`src/rtl/bitriquat_arbiter.sv`:
```
// bitriquat_arbiter: round-robin sharing of one NCL binary+trinary->quaternary adder between two clocked requesters (optional macro: WATCHDOG_EN).
// Latency: req->ack is at least 2*SYNC_STAGES+3 cycles with a zero-delay adder; an illegal t=3 operand is acked one cycle after grant.
// Backpressure: requesters hold req until a one-cycle ack; adder waits are unbounded unless WATCHDOG_EN bounds them to TIMEOUT cycles.
module bitriquat_arbiter #(
    parameter int SYNC_STAGES = 2,
    parameter int TIMEOUT     = 255
) (
    input  logic       clk,
    input  logic       init,
    input  logic       req0,
    input  logic       b0,
    input  logic [1:0] t0,
    output logic       ack0,
    output logic [1:0] sum0,
    input  logic       req1,
    input  logic       b1,
    input  logic [1:0] t1,
    output logic       ack1,
    output logic [1:0] sum1,
    output logic [1:0] binary,
    output logic [2:0] trinary,
    input  logic [3:0] quatout,
    output logic       quatcomp,
    output logic       err
);

    typedef enum logic [1:0] {S_DRAIN, S_IDLE, S_DATA, S_NULLW} state_t;

    logic [1:0] r_rst_pipe;
    logic       w_rst;
    logic [3:0] r_qsync [SYNC_STAGES];
    logic [3:0] w_qs;
    logic       w_qs_null, w_qs_onehot, w_qs_multi;
    logic [1:0] w_qs_idx;

    state_t     r_state, w_state_nxt;
    logic       r_gnt, w_gnt_nxt;
    logic       r_rr, w_rr_nxt;
    logic [1:0] r_res, w_res_nxt;
    logic [1:0] r_binary, w_binary_nxt;
    logic [2:0] r_trinary, w_trinary_nxt;
    logic       r_quatcomp, w_quatcomp_nxt;
    logic       r_ack0, r_ack1, w_ack0_nxt, w_ack1_nxt;
    logic [1:0] r_sum0, r_sum1, w_sum0_nxt, w_sum1_nxt;
    logic       r_err, w_err_nxt;

    logic       w_fin, w_fin_id;
    logic [1:0] w_fin_sum;
    logic       w_sel, w_sel_b;
    logic [1:0] w_sel_t;

    // Reset asserts immediately but releases only after two clean clock edges.
    always_ff @(posedge clk or posedge init) begin
        if (init) r_rst_pipe <= 2'b11;
        else      r_rst_pipe <= {r_rst_pipe[0], 1'b0};
    end
    assign w_rst = r_rst_pipe[1];

    // Bring the asynchronous adder rails into the clock domain; left unreset so it tracks the adder through init.
    always_ff @(posedge clk) begin
        r_qsync[0] <= quatout;
        for (int i = 1; i < SYNC_STAGES; i++) r_qsync[i] <= r_qsync[i-1];
    end
    assign w_qs      = r_qsync[SYNC_STAGES-1];
    assign w_qs_null = (w_qs == 4'b0000);

    // Classify the synchronised result as NULL, a valid one-hot value, or corrupted multi-hot.
    always_comb begin
        w_qs_onehot = 1'b1;
        w_qs_idx    = 2'd0;
        case (w_qs)
            4'b0001: w_qs_idx = 2'd0;
            4'b0010: w_qs_idx = 2'd1;
            4'b0100: w_qs_idx = 2'd2;
            4'b1000: w_qs_idx = 2'd3;
            default: w_qs_onehot = 1'b0;
        endcase
    end
    assign w_qs_multi = !w_qs_null && !w_qs_onehot;

    // Round-robin pick: on contention the requester not served last wins.
    assign w_sel   = (req0 && req1) ? r_rr : req1;
    assign w_sel_b = w_sel ? b1 : b0;
    assign w_sel_t = w_sel ? t1 : t0;

`ifdef WATCHDOG_EN
    localparam int              WD_W    = $clog2(TIMEOUT + 1);
    localparam logic [WD_W-1:0] WD_LAST = WD_W'(TIMEOUT - 1);
    logic [WD_W-1:0] r_wd_cnt;
    logic            w_wd_hit;

    // Count cycles spent waiting on the adder; restart on every state change and saturate at the limit.
    always_ff @(posedge clk or posedge w_rst) begin
        if (w_rst)                                          r_wd_cnt <= '0;
        else if (w_state_nxt != r_state)                    r_wd_cnt <= '0;
        else if (r_state != S_IDLE && r_wd_cnt != WD_LAST)  r_wd_cnt <= r_wd_cnt + WD_W'(1);
    end
    assign w_wd_hit = (r_wd_cnt == WD_LAST) && (r_state != S_IDLE);
`endif

    // Next-state and output decisions for the four-phase handshake around the adder.
    always_comb begin
        w_state_nxt    = r_state;
        w_gnt_nxt      = r_gnt;
        w_rr_nxt       = r_rr;
        w_res_nxt      = r_res;
        w_binary_nxt   = r_binary;
        w_trinary_nxt  = r_trinary;
        w_quatcomp_nxt = r_quatcomp;
        w_err_nxt      = r_err;
        w_ack0_nxt     = 1'b0;
        w_ack1_nxt     = 1'b0;
        w_sum0_nxt     = r_sum0;
        w_sum1_nxt     = r_sum1;
        w_fin          = 1'b0;
        w_fin_id       = r_gnt;
        w_fin_sum      = 2'b00;
        case (r_state)
            S_DRAIN: begin
                w_binary_nxt   = 2'b00;
                w_trinary_nxt  = 3'b000;
                w_quatcomp_nxt = 1'b1;
                if (w_qs_null) begin
                    w_quatcomp_nxt = 1'b0;
                    w_state_nxt    = S_IDLE;
                end
            end
            S_IDLE: begin
                if (req0 || req1) begin
                    if (w_sel_t == 2'd3) begin
                        // Illegal trinary operand never reaches the adder.
                        w_err_nxt = 1'b1;
                        w_fin     = 1'b1;
                        w_fin_id  = w_sel;
                        w_rr_nxt  = ~w_sel;
                    end else begin
                        w_gnt_nxt      = w_sel;
                        w_binary_nxt   = w_sel_b ? 2'b10 : 2'b01;
                        w_trinary_nxt  = (w_sel_t == 2'd0) ? 3'b001 :
                                         (w_sel_t == 2'd1) ? 3'b010 : 3'b100;
                        w_quatcomp_nxt = 1'b0;
                        w_state_nxt    = S_DATA;
                    end
                end
            end
            S_DATA: begin
                if (!w_qs_null) begin
                    w_res_nxt      = w_qs_onehot ? w_qs_idx : 2'b00;
                    w_err_nxt      = r_err | w_qs_multi;
                    w_binary_nxt   = 2'b00;
                    w_trinary_nxt  = 3'b000;
                    w_quatcomp_nxt = 1'b1;
                    w_state_nxt    = S_NULLW;
                end
            end
            S_NULLW: begin
                if (w_qs_null) begin
                    w_quatcomp_nxt = 1'b0;
                    w_fin          = 1'b1;
                    w_fin_sum      = r_res;
                    w_rr_nxt       = ~r_gnt;
                    w_state_nxt    = S_IDLE;
                end
            end
            default: w_state_nxt = S_DRAIN;
        endcase
`ifdef WATCHDOG_EN
        if (w_wd_hit && w_state_nxt == r_state) begin
            w_err_nxt = 1'b1;
            if (r_state == S_DATA || r_state == S_NULLW) begin
                w_fin          = 1'b1;
                w_fin_id       = r_gnt;
                w_fin_sum      = 2'b00;
                w_rr_nxt       = ~r_gnt;
                w_binary_nxt   = 2'b00;
                w_trinary_nxt  = 3'b000;
                w_quatcomp_nxt = 1'b1;
                w_state_nxt    = S_DRAIN;
            end
        end
`endif
        if (w_fin) begin
            if (w_fin_id) begin
                w_ack1_nxt = 1'b1;
                w_sum1_nxt = w_fin_sum;
            end else begin
                w_ack0_nxt = 1'b1;
                w_sum0_nxt = w_fin_sum;
            end
        end
    end

    // State and output registers; reset leaves the adder draining with NULL rails.
    always_ff @(posedge clk or posedge w_rst) begin
        if (w_rst) begin
            r_state    <= S_DRAIN;
            r_gnt      <= 1'b0;
            r_rr       <= 1'b0;
            r_res      <= 2'b00;
            r_binary   <= 2'b00;
            r_trinary  <= 3'b000;
            r_quatcomp <= 1'b1;
            r_ack0     <= 1'b0;
            r_ack1     <= 1'b0;
            r_sum0     <= 2'b00;
            r_sum1     <= 2'b00;
            r_err      <= 1'b0;
        end else begin
            r_state    <= w_state_nxt;
            r_gnt      <= w_gnt_nxt;
            r_rr       <= w_rr_nxt;
            r_res      <= w_res_nxt;
            r_binary   <= w_binary_nxt;
            r_trinary  <= w_trinary_nxt;
            r_quatcomp <= w_quatcomp_nxt;
            r_ack0     <= w_ack0_nxt;
            r_ack1     <= w_ack1_nxt;
            r_sum0     <= w_sum0_nxt;
            r_sum1     <= w_sum1_nxt;
            r_err      <= w_err_nxt;
        end
    end

    assign binary   = r_binary;
    assign trinary  = r_trinary;
    assign quatcomp = r_quatcomp;
    assign ack0     = r_ack0;
    assign ack1     = r_ack1;
    assign sum0     = r_sum0;
    assign sum1     = r_sum1;
    assign err      = r_err;

endmodule
```
`config.mk`:
```
export PLATFORM = sky130hd
export DESIGN_NAME = bitriquat_arbiter
export DESIGN_NICKNAME = d
export VERILOG_FILES = /design/src/rtl/bitriquat_arbiter.sv
export SDC_FILE = /design/constraint.sdc
export NUM_CORES = 1
export LEC_CHECK = 0
export CAP_MARGIN = 15
export CELL_PAD_IN_SITES_DETAIL_PLACEMENT = 2
export CELL_PAD_IN_SITES_GLOBAL_PLACEMENT = 2
export CORE_ASPECT_RATIO = 0.7
export CORE_MARGIN = 2
export CORE_UTILIZATION = 33
export CTS_BUF_LIST = sky130_fd_sc_hd__clkbuf_4
export DETAILED_ROUTE_END_ITERATION = 7
export GPL_TIMING_DRIVEN = 0
export HOLD_SLACK_MARGIN = 0.08
export MAX_ROUTING_LAYER = met4
export PLACE_DENSITY = 0.87
export REMOVE_ABC_BUFFERS = 1
export SLEW_MARGIN = 10
export SYNTH_ARGS = -nofsm -noshare
export SYNTH_HDL_FRONTEND = slang
export SYNTH_SLANG_ARGS = --single-unit
```
`constraint.sdc`:
```
create_clock -name clk -period 1.2 [get_ports clk]
set_clock_uncertainty 0.2 [all_clocks]
set_input_delay 0.12 -clock clk [delete_from_list [all_inputs] [get_ports clk]]
set_output_delay 0.12 -clock clk [all_outputs]
set_load 0.005 [all_outputs]
```
### Word-level counts from Yosys, hierarchy flattened

Memories as Yosys holds them, arrays and structs flattened.
Cells that the tools add are included.

| operators by class | value |
|---|---|
| eq/ne operators | 15 |
| mux-type cells | 49 |
| bitwise logic cells | 6 |
| reductions and logical operators | 22 |

Operator list:

| operator | count |
|---|---|
| 2-to-1 mux 1 bit | 24 |
| 2-to-1 mux 2 bit | 12 |
| AND reduction 4 bit | 5 |
| case mux 2 bit (3 select lines) | 3 |
| 2-to-1 mux 3 bit | 5 |
| inequality test 2 bit (second input constant) | 5 |
| case mux 3 bit (3 select lines) | 1 |
| equality test 2 bit (second input constant) | 3 |
| case mux 1 bit (2 select lines) | 3 |
| AND reduction 2 bit | 3 |
| NOT 1 bit | 5 |
| equality test 2 x 1 -> 1 bit (second input constant) | 2 |
| equality test 4 x 1 -> 1 bit (second input constant) | 1 |
| equality test 4 x 2 -> 1 bit (second input constant) | 1 |
| equality test 4 x 3 -> 1 bit (second input constant) | 1 |
| equality test 4 bit (second input constant) | 1 |
| zero test 2 bit | 2 |
| zero test 4 bit | 1 |
| case mux 1 bit (4 select lines) | 1 |
| nonzero test 2 bit | 2 |
| OR reduction 4 bit | 1 |
| AND reduction 3 bit | 1 |
| nonzero test 3 bit | 1 |
| logical AND 1 bit | 2 |
| other kinds (5) | 6 |

| storage, ports and cells | value |
|---|---|
| flip-flop bits (word level) | 21 |
| RAM bits | 8 |
| bits of input ports | 14 |
| output and inout bits | 13 |
| word-level logic and storage cells | 106 |
| memories kept | 1 |

Memories:

| memory | words | width | rd ports | clocked after memory_dff | wr ports | line | RTL |
|---|---|---|---|---|---|---|---|
| r_qsync | 2 | 4 | 2 | 0 | 2 | 31 | `logic [3:0] r_qsync [SYNC_STAGES];` |

### Depth between registers and ports, before layout

Gate-level depths: netlist of the first run.

| logic depth | value |
|---|---|
| depth in word-level cells | 9 |
| gate-level depth with buffers | 7 |
| depth with buffers taken out | 6 |

### Worst setup path after synthesis of the first run

Ideal clock, no wire load.

| timing | value |
|---|---|
| path kind | reg2reg |
| from | register r_state[1] |
| to | register r_sum0[0] (netlist: sum0[0]) |
| library setup time | 0.122 ns |
| arrival time | 1.689 ns |
| required time | 0.878 ns |
| slack | -0.811 ns |
| cell stages (with the launch flop) | 8 |
| path buffers | 1 |
| clock period less this slack | 2.011 ns |
| cell sequence | dfrtp_1 inv_1 ha_1 buf_2 inv_1 or3_1 a21boi_1 a32o_1 |

| on the way | value |
|---|---|
| cells in the longest elaborated chain, start to end | 4 |
| elaborated cells between the ends (all ways) | 7 |
| classes of those cells | eq/ne (2); mux (3); bitwise (1); reduce/logical (1) |

RTL lines:

| item | line | RTL |
|---|---|---|
| start, declared | 36 | `state_t r_state, w_state_nxt;` |
| start signal, assigned | 209 | `r_state <= w_state_nxt;` |
| equality test 2 x 1 -> 1 bit | 118 | `case (r_state)` |
| 2-to-1 mux 1 bit | 118 |  |
| NOT 1 bit (no line) | - |  |
| AND reduction 2 bit (no line) | - |  |
| end signal, assigned | 218 | `r_sum0 <= w_sum0_nxt;` |
| end, declared | 44 | `logic [1:0] r_sum0, r_sum1, w_sum0_nxt, w_sum1_nxt;` |

Parallel ways exist; a longest one is shown, timed or not.
A chain may end at the register's enable or synchronous reset.

### Worst setup path in the final report of the first run

| timing | value |
|---|---|
| from | register r_rr |
| to | register r_trinary[1] (netlist: trinary[1]) |

| on the way | value |
|---|---|
| cells in the longest elaborated chain, start to end | 8 |
| elaborated cells between the ends (all ways) | 12 |
| classes of those cells | eq/ne (3); mux (7); reduce/logical (2) |

RTL lines:

| item | line | RTL |
|---|---|---|
| start, declared | 38 | `logic r_rr, w_rr_nxt;` |
| start signal, assigned | 211 | `r_rr <= w_rr_nxt;` |
| 2-to-1 mux 1 bit (*) | 82 | `assign w_sel = (req0 && req1) ? r_rr : req1;` |
| 2-to-1 mux 2 bit (*) | 84 | `assign w_sel_t = w_sel ? t1 : t0;` |
| equality test 2 x 1 -> 1 bit | 140 | `(w_sel_t == 2'd1) ? 3'b010 : 3'b100;` |
| 2-to-1 mux 3 bit | 140 |  |
| 2-to-1 mux 3 bit | 139 | `w_trinary_nxt = (w_sel_t == 2'd0) ? 3'b001 :` |
| 2-to-1 mux 3 bit | 130 | `if (w_sel_t == 2'd3) begin` |
| 2-to-1 mux 3 bit | 129 | `if (req0 \|\| req1) begin` |
| case mux 3 bit (3 select lines) | 118 |  |
| end signal, assigned | 214 | `r_trinary <= w_trinary_nxt;` |
| end, declared | 41 | `logic [2:0] r_trinary, w_trinary_nxt;` |

Mark *: on every way between the ends. The rest lies on a longest branch, timed or not. The select of a mux whose other input is x is not followed.

==> results.cfg, run 1 <==
[drt]
via_per_inst = 5.12
route.detailed.drc = 0
wl_per_cell_microns = 23.0
firstDrtPassIters = 4
first_iter_violations = 55
vias = 1249
totalWireLength_mm = 5.61
antenna_left = 0

[yosys]
synthAdderAreaFrac_pct = 6.43
yosysSeqAreaShare_pct = 52.1
synth_top_area_share_pct = 34.0
synth_xor_area_share_pct = 0
synth.avg_cell_area_sq_um = 11.1
synthSimpleGateAreaFrac_pct = 12.0
yosysTopAreaCell = dfrtp_1
synth_warnings = 0
synth_area_sq_um = 1320
synth_top_family_by_area = compound AO/OA/AOI/OAI gates
synthFlopType = dfrtp_1
ys_seq_elements = 29
synthTopCellsByCount = dfrtp_1, inv_1, a21oi_1, dfxtp_1, nand2_1
synth.most_common_cell = dfrtp_1
ys_top_cells_by_area = dfrtp_1, dfxtp_1, dfstp_2
async_flop_share_pct = 72.4
syn_inst = 119
synthMuxAreaShare_pct = 8.32
synth_edf_count = 0
synth_compound_area_share_pct = 16.3
synthDistinctLibCells = 35

[clock_network]
cts_root_buf = clkbuf_4
htree_levels = 2
clock_latency_ns = 0.34
cts_buffers = 5
cts_tree = done
cts.sinks = 29
clk_pin_slew_worst_paths_ns = 0.10
cts_buffer_depth = 2

[critical_path]
critPathRequiredTime_ns = 1.22
critical_path_class = reg2reg
critPathLaunchType = register
crit_path_end_kind = register
arrival_ns = 1.89
reg2reg_depth = 5
critPathMaxFanout = 5

[timing]
rsz0062_at_grt = yes
finalMaxSlewViolations = 0
fin_crit_ns = 1.87
whs_ns = 0.0618
max_freq_mhz = 534
fin_ws_ns = -0.672
fin_crit_sh_pct = 156
hold_viol = 0
setup_viol = 21

[die]
start_util_pct = 34.2
coreArea_sq_um = 3870
io_pins = 27
num_rows = 19
die_w_microns = 79.7
chipHeight_microns = 57.0
dieArea_sq_um = 4540

[worst_hold_path]
min_path_type = reg2async

[place]
hpwlAfterDp_mm = 2.49
dpl.cell_count = 195
routabilityCongestion = 0.750
port_buffers = 26
placed_area_sq_um = 1630

[layout]
final_layout_size_suffix_gt1_share_pct = 52.4
syn2layout_area_growth_pct = 64.3
post-route-cell-area_sq_um = 2170
n_fill_cell = 362
final_cells = 244
final_nets = 210

[global_route]
antenna_found_initial = 0
overflow = 0
grt_pass1_wl_mm = 7.04
grt.total_usage_pct = 21.6
grt_max_degree = 20
grt_pass1_vias = 1316

[status]
status = complete, but fails checks
violations = negative setup slack

[pwr]
ir_drop_uv = 823
leakagePower_nw = 1.02
p_per_area_nw_per_um2 = 1880

[flow_run]
cap_violations = 0
kinds of logic (layout without fill, tap and decap cells):
group,after synthesis,after routing
AO/OA/AOI/OAI,31,31
adder cells (fa/ha/maj),7,7
buffers and inverters,14,86
flip-flops,29,29
multiplexers,9,9
other,1,2
AND/OR/NAND/NOR,28,28
final timing paths:
check | start | end | slack (ns)
hold reg to reg | r_rst_pipe[1] | err | 0.06
setup reg to reg | r_rr | trinary[1] | -0.67
setup / recovery | r_rr | trinary[1] | -0.67
min in group clk | r_qsync[0][3] | r_qsync[0][7] | 0.14
max in group asynchronous | init | r_rst_pipe[1] | 0.33
hold / removal | r_rst_pipe[1] | err | 0.06
cell type report:
class                      instances  area (sq um)  share of cell area [%]
inverter                          12          56.3                    2.59
multi-input combinational         76           729                    33.5
antenna                            1          2.50                   0.115
timing repair buffer              66           543                    25.0
clock inverter                     2          35.0                    1.61
clock buffer                       6          45.0                    2.07
tap                               52          65.1                    2.99
sequential                        29           698                    32.1
sequential cells by signal, summed over array words and instances, names as in the netlist, 2 cells and up:
name	count
sum0	2
r_state	2
r_qsync	8
binary	2
r_res	2
trinary	3
sum1	2
r_rst_pipe	2
cell usage in the layout (no fill, tap or decap), types with 4 or more instances in the layout:
| cell type | netlist | final |
|---|---|---|
| a21oi_1 | 8 | 4 |
| a21oi_2 | 0 | 4 |
| buf_2 | 1 | 13 |
| buf_4 | 0 | 27 |
| buf_6 | 1 | 8 |
| clkbuf_4 | 0 | 6 |
| clkdlybuf4s50_1 | 0 | 11 |
| dfrtp_1 | 18 | 17 |
| dfxtp_1 | 8 | 6 |
| dlygate4sd3_1 | 0 | 5 |
| inv_1 | 12 | 7 |
| mux2_4 | 4 | 4 |
| mux2i_1 | 5 | 5 |
| nand2_1 | 7 | 4 |
| nor2_1 | 6 | 6 |
| o211ai_1 | 4 | 4 |
report_power, final:
group | total [mW] | switching, mW | internal [mW]
Sequential | 1.45 | 0.217 | 1.24
Clock | 0.823 | 0.364 | 0.459
Combinational | 1.82 | 0.880 | 0.936
repair_timing:
| item | in CTS | in global routing |
|---|---|---|
| pin swaps | 12 | 15 |
| setup endpoints to repair | 32 | 31 |
| hold endpoints to repair | 6 | 0 |
| gates resized for setup | 92 | 19 |
| hold buffers | 5 | 0 |
| buffers inserted | 23 | 12 |
per-layer routing:
| layer | vias up | track usage [%] | part of all wire [%] |
|---|---|---|---|
| li1 | 562 | - | - |
| met1 | 646 | 25.7 | 42 |
| met2 | 34 | 37.3 | 54 |
| met3 | 7 | 5.38 | 3.4 |
| met4 | 0 | 4.68 | 0.61 |
| met5 | - | - | 0 |
worst max-delay path, stage by stage, from the launching register on:
cell and delay (ns):
dfrtp_1 0.44, a21boi_2 0.22, a21oi_2 0.07, o21ai_4 0.18, and3b_2 0.31, mux2_4 0.32
stage by stage:
stage	TNS (ns)	util, %	setup WS [ns]	total power [mW]
3_3_place_gp	-15.33	42.1	-1.15	2.54
2_1_floorplan	-9.44	-	-0.821	2.05
5_1_grt	-12.02	56.1	-0.738	4.34
3_5_place_dp	-17.15	42.1	-1.26	2.62
6_report	-10.68	56.1	-0.672	4.09
4_1_cts	-8.52	51.9	-0.590	3.73
No activity file was read; power rests on OpenSTA's default activity.
==> inputs of run 2 (changes only) <==
Settings changed: CELL_PAD_IN_SITES_DETAIL_PLACEMENT 2 to default, CELL_PAD_IN_SITES_GLOBAL_PLACEMENT 2 to default, CORE_UTILIZATION 33 to 40, PLACE_DENSITY 0.87 to 0.72.
==> results.cfg, run 2 (same netlist as run 1, synthesis figures left out) <==
[pwr]
ir_drop_uv = 1170
p_switching_mw = 1.25
p_per_area_nw_per_um2 = 1820
internal-power_mw = 2.60
seqPwrFrac_pct = 37.5
leakagePower_nw = 0.980
p_clk_share_pct = 20.3
combPwrFrac_pct = 42.3
p_sw_share_pct = 32.5

[timing]
fin_crit_sh_pct = 153
fin_crit_ns = 1.83
max_freq_mhz = 545
rsz0062_at_grt = yes
fin_ws_ns = -0.634
finalMaxSlewViolations = 0
setup_viol = 20
hold_viol = 0
whs_ns = 0.0561

[clock_network]
cts.sinks = 29
cts_buffer_depth = 2
htree_levels = 2
hold_buffers = 5
cts_tree = done
cts_buffers = 5
clk_pin_slew_worst_paths_ns = 0.09
cts_root_buf = clkbuf_4
clock_latency_ns = 0.33

[place]
routabilityCongestion = 0.785
hpwlAfterDp_mm = 1.98
port_buffers = 26
dpl_worst_slack_ns = -1.21

[layout]
top_register = r_qsync
final_common_cell = buf_4
largest_reg_flops = 8
syn2layout_area_growth_pct = 59.5
final_layout_size_suffix_gt1_share_pct = 50.0
diodes = 0
layout_common_cells = buf_4, dfrtp_1, clkdlybuf4s50_1, buf_2, buf_6
final_nets = 207

[die]
die_w_microns = 72.8
dieArea_sq_um = 3790
coreArea_sq_um = 3150
start_util_pct = 42.1
chipHeight_microns = 52.1
num_rows = 17
io_pins = 27

[drt]
via_per_inst = 5.12
wl_per_cell_microns = 15.0
totalWireLength_mm = 3.40
route.detailed.drc = 0
antenna_left = 0
first_iter_violations = 51
vias = 1158
firstDrtPassIters = 4

[worst_hold_path]
min_path_type = reg2async

[status]
status = complete, but fails checks
violations = negative setup slack

[global_route]
grt_max_degree = 20
grt_pass1_wl_mm = 5.57
grt_pass1_vias = 1226
grt.total_usage_pct = 20.5
overflow = 0
antenna_found_initial = 0

[critical_path]
arrival_ns = 1.85
critPathLaunchType = register
critPathMaxFanout = 4
crit_path_end_kind = register
critical_path_class = reg2reg
critPathRequiredTime_ns = 1.22

[flow_run]
cap_violations = 0
## run 2: changes by cell type in the layout (fill, tap and decap cells not counted), sizes merged
| cell | before | now |
|---|---|---|
| buf | 48 | 45 |
| clkbuf | 6 | 5 |
| clkdlybuf4s50 | 11 | 13 |
| clkinvlp | 1 | 2 |
| diode | 1 | 0 |
| dlymetal6s2s | 2 | 0 |
## run 2: stage by stage
| stage | cells | TNS, ns | total power, mW | util (%) | area, sq um |
|---|---|---|---|---|---|
| finish | 226 | -9.40 | 3.85 | 67.1 | 2110 |
| floorplan | 117 | -9.44 | 2.05 | - | 1310 |
| global route | 226 | -10.57 | 4.10 | 67.1 | 2110 |
| detailed placement | 181 | -16.14 | 2.57 | 51.3 | 1620 |
| global placement | 181 | -14.71 | 2.52 | 51.3 | 1620 |
| CTS | 218 | -7.77 | 3.62 | 63.6 | 2000 |
## run 2: worst max-delay path, cell delays in order, from the launching register on
cell	delay, ns
dfrtp_1	0.44
nand2b_4	0.17
nand2_2	0.08
or3_4	0.42
a21boi_4	0.17
a32o_1	0.24
## run 2: power groups by stage
stage | Sequential (mW) | Combinational (mW) | Clock (mW)
floorplan | 1.42 | 0.631 | 0
global route | 1.48 | 1.77 | 0.857
finish | 1.44 | 1.63 | 0.781
detailed placement | 1.44 | 1.13 | 0
global placement | 1.42 | 1.10 | 0
CTS | 1.41 | 1.41 | 0.797
## run 2: per-layer routing
layer | global-route usage (%) | vias to the layer above | share of wire, % | wire length, microns
met4 | 7.10 | 0 | 1.4 | 46
met3 | 6.59 | 5 | 4.5 | 153
met1 | 22.5 | 564 | 42 | 1440
met5 | - | - | 0 | 0
li1 | - | 559 | - | -
met2 | 35.3 | 30 | 52 | 1760
## run 2: cell type report
type	instances	area [sq um]
Inverter	12	48.8
Sequential cell	29	696
Fill cell	232	1040
Clock inverter	3	41.3
Timing Repair Buffer	63	526
Multi-Input combinational cell	76	714
Clock buffer	5	37.5
Tap cell	38	47.5
## run 2: timing repair
| item | 4_1_cts | 5_1_grt |
|---|---|---|
| gates resized for setup | 93 | 12 |
| endpoints found under the setup margin | 32 | 32 |
| gates cloned | 0 | 0 |
| pin swaps | 16 | 13 |
| buffers inserted | 25 | 10 |
| hold endpoints to repair | 6 | 1 |
## run 2: final timing paths
path	from	to	slack (ns)	cells after the start
max	r_rr	sum0[1]	-0.63	5
min	r_rst_pipe[1]	sum1[0]	0.06	1
max reg2reg	r_rr	sum0[1]	-0.63	5
min reg2reg	r_rst_pipe[1]	sum1[0]	0.06	1
max in group asynchronous	init	r_rst_pipe[1]	0.32	3
min in group clk	r_qsync[0][1]	r_qsync[0][5]	0.13	0
==> inputs of run 3 (changes only) <==
Settings changed: CTS_CLUSTER_DIAMETER from default to 80, TNS_END_PERCENT from default to 10.
==> results.cfg, run 3 (same netlist as run 1, synthesis figures left out) <==
[status]
status = complete, but fails checks
violations = negative setup slack

[clock_network]
cts_buffers = 5
cts_buffer_depth = 2
cts_root_buf = clkbuf_4
clock_latency_ns = 0.34
htree_levels = 2
cts_tree = done
cts.sinks = 29
clk_pin_slew_worst_paths_ns = 0.10

[global_route]
overflow = 0
grt_max_degree = 20
grt_pass1_vias = 1165
antenna_found_initial = 0
grt_pass1_wl_mm = 5.18
grt.total_usage_pct = 19.1

[layout]
top_register = r_qsync
register_area_sq_um = 696
n_fill_cell = 248
layout_common_cells = buf_4, dfrtp_1, clkdlybuf4s50_1, clkbuf_2, inv_1
largest_reg_flops = 8
final_layout_size_suffix_gt1_share_pct = 44.9
final_cells = 214
final_common_cell = buf_4
diodes = 0
utilization_pct = 62.6
final_nets = 195
syn2layout_area_growth_pct = 48.9
multi_input_area_sq_um = 694

[die]
start_util_pct = 42.1
coreArea_sq_um = 3150
chipHeight_microns = 52.1
dieArea_sq_um = 3790
die_w_microns = 72.8
io_pins = 27
num_rows = 17

[critical_path]
critPathLaunchType = register
crit_path_end_kind = register
critPathRequiredTime_ns = 1.23
critical_path_class = reg2reg
arrival_ns = 1.81
critPathMaxFanout = 5

[timing]
fin_ws_ns = -0.585
fin_crit_sh_pct = 149
rsz0062_at_grt = yes
finalMaxSlewViolations = 0
max_freq_mhz = 560
fin_crit_ns = 1.78
hold_viol = 0
setup_viol = 20
whs_ns = 0.0564

[place]
dpl_worst_slack_ns = -1.21
hpwlAfterDp_mm = 1.98
routabilityCongestion = 0.785
dpl.cell_count = 181
port_buffers = 26

[drt]
first_iter_violations = 38
via_per_inst = 5.14
route.detailed.drc = 0
antenna_left = 0
totalWireLength_mm = 3.09
vias = 1100
firstDrtPassIters = 4
wl_per_cell_microns = 14.4

[pwr]
leakagePower_nw = 0.900
ir_drop_uv = 1160
p_per_area_nw_per_um2 = 1820

[flow_run]
cap_violations = 0

[worst_hold_path]
min_path_type = reg2async
## run 3: cell types whose count changed in the layout (fill, tap and decap cells not counted), sizes merged
cell	before	now
clkbuf	5	15
buf	45	23
## run 3: path summary, 6_finish.rpt
path	from	end	slack, ns	cells past startpoint
worst min-delay path	r_rst_pipe[1]	sum1[0]	0.06	1
worst max-delay path	r_state[0]	binary[1]	-0.58	5
max in group asynchronous	init	r_rst_pipe[1]	0.33	3
worst min register to register	r_rst_pipe[1]	sum1[0]	0.06	1
min in group clk	r_qsync[0][1]	r_qsync[0][5]	0.13	0
worst max register to register	r_state[0]	binary[1]	-0.58	5
## run 3: metrics by stage
step / power (mW) / TNS (ns) / cell area (sq um)
finish: 3.59 / -8.23 / 1970
global route: 3.84 / -9.55 / 1970
CTS: 3.56 / -8.30 / 1950
detailed placement: 2.57 / -16.14 / 1620
global placement: 2.52 / -14.71 / 1620
floorplan: 2.05 / -9.44 / 1310
## run 3: worst max-delay path, cell delays in order (launching register included)
cell	delay, ns
dfrtp_2	0.47
ha_4	0.19
buf_6	0.12
o21ai_2	0.06
and3b_2	0.31
mux2_4	0.33
## run 3: what timing repair did
action / in CTS / in global routing
setup buffers: 17 / 3
pin swaps: 12 / 8
setup endpoints to repair: 32 / 35
resized for setup: 57 / 23
hold buffers: 5 / 0
endpoints found under the hold margin: 6 / 0
## run 3: cell type report
type / count / share of cell area [%]
inverters: 12 / 2.48
repair buffers: 51 / 20.6
well taps: 38 / 2.41
clock inverters: 3 / 2.10
clock buffers: 5 / 1.90
flip-flops and latches: 29 / 35.3
multi-input cells: 76 / 35.2
## run 3: power breakdown
part | internal (mW) | switching (mW)
clock network | 0.431 | 0.359
registers | 1.24 | 0.200
logic | 0.738 | 0.627
total | 2.41 | 1.19
## run 3: routing by layer
layer	part of all wire, %	vias up	track usage [%]
li1	-	531	-
met1	45	541	21.8
met2	49	25	31.2
met3	4.9	3	6.78
met4	0.81	0	7.41
met5	0	-	-
